--- src/rtl/tt_lq_ooo.sv ---
// In-order-retire load queue: entries allocate at the tail, complete out of order
// through responses, and retire from the head strictly in allocation order.
module tt_lq_ooo #(
    parameter int DEPTH  = 8,
    parameter int DATA_W = 256,
    parameter int INFO_W = 40,
    parameter int ID_W   = $clog2(DEPTH)
) (
    input  logic              i_clk,
    input  logic              i_reset_n,
    input  logic              i_alloc_vld,
    input  logic              i_alloc_nodata,
    input  logic [INFO_W-1:0] i_alloc_info,
    output logic              o_alloc_rdy,
    output logic [ID_W-1:0]   o_alloc_id,
    input  logic              i_resp_vld,
    input  logic [ID_W-1:0]   i_resp_id,
    input  logic [DATA_W-1:0] i_resp_data,
    output logic              o_resp_err,
    output logic              o_ret_vld,
    input  logic              i_ret_rdy,
    output logic [ID_W-1:0]   o_ret_id,
    output logic [INFO_W-1:0] o_ret_info,
    output logic [DATA_W-1:0] o_ret_data,
    output logic              o_ret_nodata,
    input  logic              i_flush,
    output logic [ID_W:0]     o_count,
    output logic              o_empty
);

    localparam logic [ID_W:0] PTR_ONE = (ID_W+1)'(1);

    // Pointers carry an extra wrap bit above the index to tell full from empty.
    logic [ID_W:0]       head_q, tail_q, count_q;
    logic [DEPTH-1:0]    valid_q, done_q, nodata_q;
    logic [INFO_W-1:0]   info_mem [DEPTH];
    logic [DATA_W-1:0]   data_mem [DEPTH];
    logic                resp_err_q;

    logic [ID_W-1:0]     head_idx, tail_idx;
    logic                full, alloc_fire, ret_fire, resp_ok;

    assign head_idx = head_q[ID_W-1:0];
    assign tail_idx = tail_q[ID_W-1:0];
    assign full     = (head_idx == tail_idx) && (head_q[ID_W] != tail_q[ID_W]);

    // Handshakes: a transfer happens on a cycle where valid and ready are both high.
    // Ready is derived from registered state only, and valid never looks at ready,
    // so a stalled retire presents the same head until it is accepted.
    assign o_alloc_rdy = !full;
    assign alloc_fire  = i_alloc_vld && o_alloc_rdy;
    assign o_ret_vld   = valid_q[head_idx] && done_q[head_idx];
    assign ret_fire    = o_ret_vld && i_ret_rdy;

    // The tail entry is invalid whenever an alloc can fire, but the explicit
    // compare keeps a same-cycle response to the new id an error regardless.
    assign resp_ok = i_resp_vld && valid_q[i_resp_id] && !done_q[i_resp_id]
                     && !(alloc_fire && (i_resp_id == tail_idx));

    always_ff @(posedge i_clk) begin
        if (!i_reset_n) begin
            valid_q    <= '0;
            done_q     <= '0;
            nodata_q   <= '0;
            head_q     <= '0;
            tail_q     <= '0;
            count_q    <= '0;
            resp_err_q <= 1'b0;
        end else if (i_flush) begin
            valid_q    <= '0;
            done_q     <= '0;
            head_q     <= '0;
            tail_q     <= '0;
            count_q    <= '0;
            resp_err_q <= 1'b0;
        end else begin
            resp_err_q <= i_resp_vld && !resp_ok;
            if (alloc_fire) begin
                valid_q[tail_idx]  <= 1'b1;
                done_q[tail_idx]   <= i_alloc_nodata;
                nodata_q[tail_idx] <= i_alloc_nodata;
                tail_q             <= tail_q + PTR_ONE;
            end
            if (resp_ok) begin
                done_q[i_resp_id] <= 1'b1;
            end
            // Head is done and tail is invalid, so neither can collide with resp_ok.
            if (ret_fire) begin
                valid_q[head_idx] <= 1'b0;
                done_q[head_idx]  <= 1'b0;
                head_q            <= head_q + PTR_ONE;
            end
            case ({alloc_fire, ret_fire})
                2'b10:   count_q <= count_q + PTR_ONE;
                2'b01:   count_q <= count_q - PTR_ONE;
                default: count_q <= count_q;
            endcase
        end
    end

    // Payload storage has no reset; zeroing data at allocation gives nodata entries 0.
    always_ff @(posedge i_clk) begin
        if (i_reset_n && !i_flush) begin
            if (alloc_fire) begin
                info_mem[tail_idx] <= i_alloc_info;
                data_mem[tail_idx] <= '0;
            end
            if (resp_ok) begin
                data_mem[i_resp_id] <= i_resp_data;
            end
        end
    end

    assign o_alloc_id   = tail_idx;
    assign o_resp_err   = resp_err_q;
    assign o_ret_id     = head_idx;
    assign o_ret_info   = info_mem[head_idx];
    assign o_ret_data   = data_mem[head_idx];
    assign o_ret_nodata = nodata_q[head_idx];
    assign o_count      = count_q;
    assign o_empty      = (count_q == '0);

endmodule

--- config.mk ---
export PLATFORM = sky130hd
export DESIGN_NAME = tt_lq_ooo
export DESIGN_NICKNAME = d
export VERILOG_FILES = /design/src/rtl/tt_lq_ooo.sv
export SDC_FILE = /design/constraint.sdc
export NUM_CORES = 2
export LEC_CHECK = 0
export CORE_ASPECT_RATIO = 0.5
export CORE_MARGIN = 8
export CORE_UTILIZATION = 61
export CTS_CLUSTER_DIAMETER = 50
export DETAILED_ROUTE_END_ITERATION = 12
export GPL_ROUTABILITY_DRIVEN = 0
export PLACE_DENSITY_LB_ADDON = 0.3
export SETUP_SLACK_MARGIN = 0.2
export SLEW_MARGIN = 25
export SYNTH_ARGS = -nofsm -noshare
export SYNTH_HDL_FRONTEND = slang
export SYNTH_SLANG_ARGS = --single-unit
--- constraint.sdc ---
create_clock -name i_clk -period 41.6 [get_ports i_clk]
set_clock_uncertainty 0.05 [all_clocks]
set_input_delay 8.32 -clock i_clk [delete_from_list [all_inputs] [get_ports i_clk]]
set_output_delay 8.32 -clock i_clk [all_outputs]
set_load 0.02 [all_outputs]
==> results.tsv <==
metric	value	unit
synth_top_area_cell	edfxtp_1	
clk_path_buf_depth	4	
clkLatencyLatePin	830	ps
io_pins	617	
cts-buffers-inserted	210	
syn_inst	6061	
slew-limit-headroom	25.3	%
rsz0062_at_grt	false	
slowest_delay	820	ps
drtIter0Drc	6542	
hold_buffers	0	
cts.clk_slew.worst_paths	70	ps
grt_pass1_vias	60200	
worstSetupPathType	in -> reg	
dieArea	187000	sq um
yosysUniqueCellTypes	56	
crit_chain	clkdlybuf4s50_1, mux4_2, mux2i_1, a41oi_4, buf_4, and4_4, or2_4, buf_4, buf_4, buf_12, buf_4	
wl_per_cell	30.3	um
start_util	61.6	%
slowest_stage	and4_4	
yosysMostFrequentCell	edfxtp_1	
cp.required	42010	ps
via_count	58000	
netlist_area	105000	sq um
fmax	71.4	MHz
area_delta_synth_final	14.0	%
post-cts-setup-buffers	0	
p_per_area	39.4	nW/um^2
nets	6841	
crit_top_cell	buf_4	
final_cell_area	120000	sq um
vias_per_cell	6.43	
core	171000	sq um
ys_seq_area_share	68.2	%
grt_pass1_wl	402000	um
synth.area.top_cells	edfxtp_1 67%, mux4_2 13%, and2_1 9.1%	
hold_ws	453	ps
first_pass_iters	5	
cp_max_fo	94	
period_needed	14010	ps
async_flop_share	0	%
overflow	0	
finalWirelength	274000	um
final-setup-viol-count	0	
placed_cell_area	113000	sq um
drive_gt1_share	19.9	%
yosys.area.top_type_share	67.5	%
htree_num_levels	4	
cp-start-kind	input pin	
cts.sinks	2408	
chipWidth	604	um
grt_max_degree	146	
cts_root_buf	clkbuf_16	
cp-end-kind	flip-flop	
p_leak	35.4	nW
ir_drop	0.0343	mV
critPathBufInv	6	
ctsResizeCount	0	
synth_area_per_cell	17.4	sq um
yosysWarnings	0	
r2r_slack	34280	ps
period_share	33.7	%
placement_rows	107	
fin_tns_setup	0	ps
antenna_left	0	
io_buffers	616	
grtUsageTotal	29.0	%
hold_viol	0	
hpwl	149000	um
fillers	10500	
antenna_found_initial	65	
synthFlopType	edfxtp_1	
worst_pin_slew	1120	ps
synth_edf_count	2368	
cts_tree	done	
status	finished, final reports clean	
cp_top_family	buffers and inverters	
ys_ff_latch	2408	
report.final.slew_viol_count	0	
utilization	70.2	%
hold_class	reg -> reg	
drv_cap	0	
yosys-top-cells-count	2368 x edfxtp_1, 1539 x and2_1, 594 x mux4_2	
fp.dieH	310	um
drcViolationCount	0	
arrival	14420	ps
syn_nets	6372	
cell usage in the layout, fill, tap and decap left out, drive strengths merged, types with 11 or more instances in the layout:
cell	n
edfxtp	2368
and2	1539
clkdlybuf4s50	616
mux4	594
and3	516
mux2	297
clkbuf	253
buf	114
clkinv	85
diode	51
dfxtp	40
nor2	28
mux2i	24
bufinv	21
nand2	17
a21oi	15
inv	13
nor2b	12
xor2	11
sequential cells by signal, summed over array words and instances (netlist names), named ones only:
register and cells:
head_q 4, nodata_q 8, done_q 8, valid_q 8, data_mem 2048, info_mem 320, tail_q 4, o_count 4
o_resp_err 1
power by group:
group / switching, mW / leakage (nW) / internal (mW)
Sequential: 0.00436 / 17.9 / 2.64
Combinational: 0.0738 / 14.3 / 0.0630
Clock: 0.876 / 3.23 / 1.07
path summary, 6_finish.rpt:
check | startpoint | to | cells after the start
max reg2reg | head_q[1] | data_mem[6][14] | 11
min reg2reg | valid_q[1] | valid_q[1] | 2
max | i_resp_id[2] | data_mem[6][14] | 11
min | valid_q[1] | valid_q[1] | 2
metal layers:
layer / vias to the layer above / part of all wire [%] / global-route usage [%]
li1: 24200 / - / -
met1: 30200 / 37 / 37.5
met2: 3093 / 52 / 50.4
met3: 512 / 8.2 / 4.55
met4: 10 / 3.7 / 11.2
met5: - / 0.022 / 0
worst register-to-register path, stage by stage, from the launching register on:
cell	delay, ps
dfxtp_1	960
xor2_1	300
nor4_4	550
inv_2	220
a41oi_4	210
buf_4	600
and4_4	830
or2_4	370
buf_4	580
buf_4	760
buf_12	680
buf_4	790
stage by stage:
stage | power [mW] | instances | worst slack (ps)
3_5_place_dp | 2.84 | 8604 | 26810
3_3_place_gp | 2.83 | 8601 | 26860
5_1_grt | 4.84 | 9023 | 27190
6_report | 4.73 | 9030 | 27590
2_1_floorplan | 2.75 | 6061 | 18750
4_1_cts | 4.75 | 8976 | 26970
area by class of cell:
class	count	area (sq um)	share of cell area [%]
sequential	2408	71900	59.9
multi-input combinational	3170	31200	26.0
timing repair buffer	730	7260	6.05
clock buffer	253	5480	4.56
tap	2289	2860	2.38
clock inverter	119	1160	0.964
antenna	51	128	0.106
inverter	10	37.5	0.0313
kinds of logic after synthesis:
family | after synthesis | share of synthesized area, %
AO/OA/AOI/OAI | 60 | 0.420
XOR/XNOR | 13 | 0.108
adder cells (fa/ha/maj) | 5 | 0.0594
buffers and inverters | 483 | 2.22
flip-flops | 2408 | 68.2
multiplexers | 915 | 16.1
AND/OR/NAND/NOR | 2177 | 12.9
Note: power is estimated with default switching activity, not from simulation.
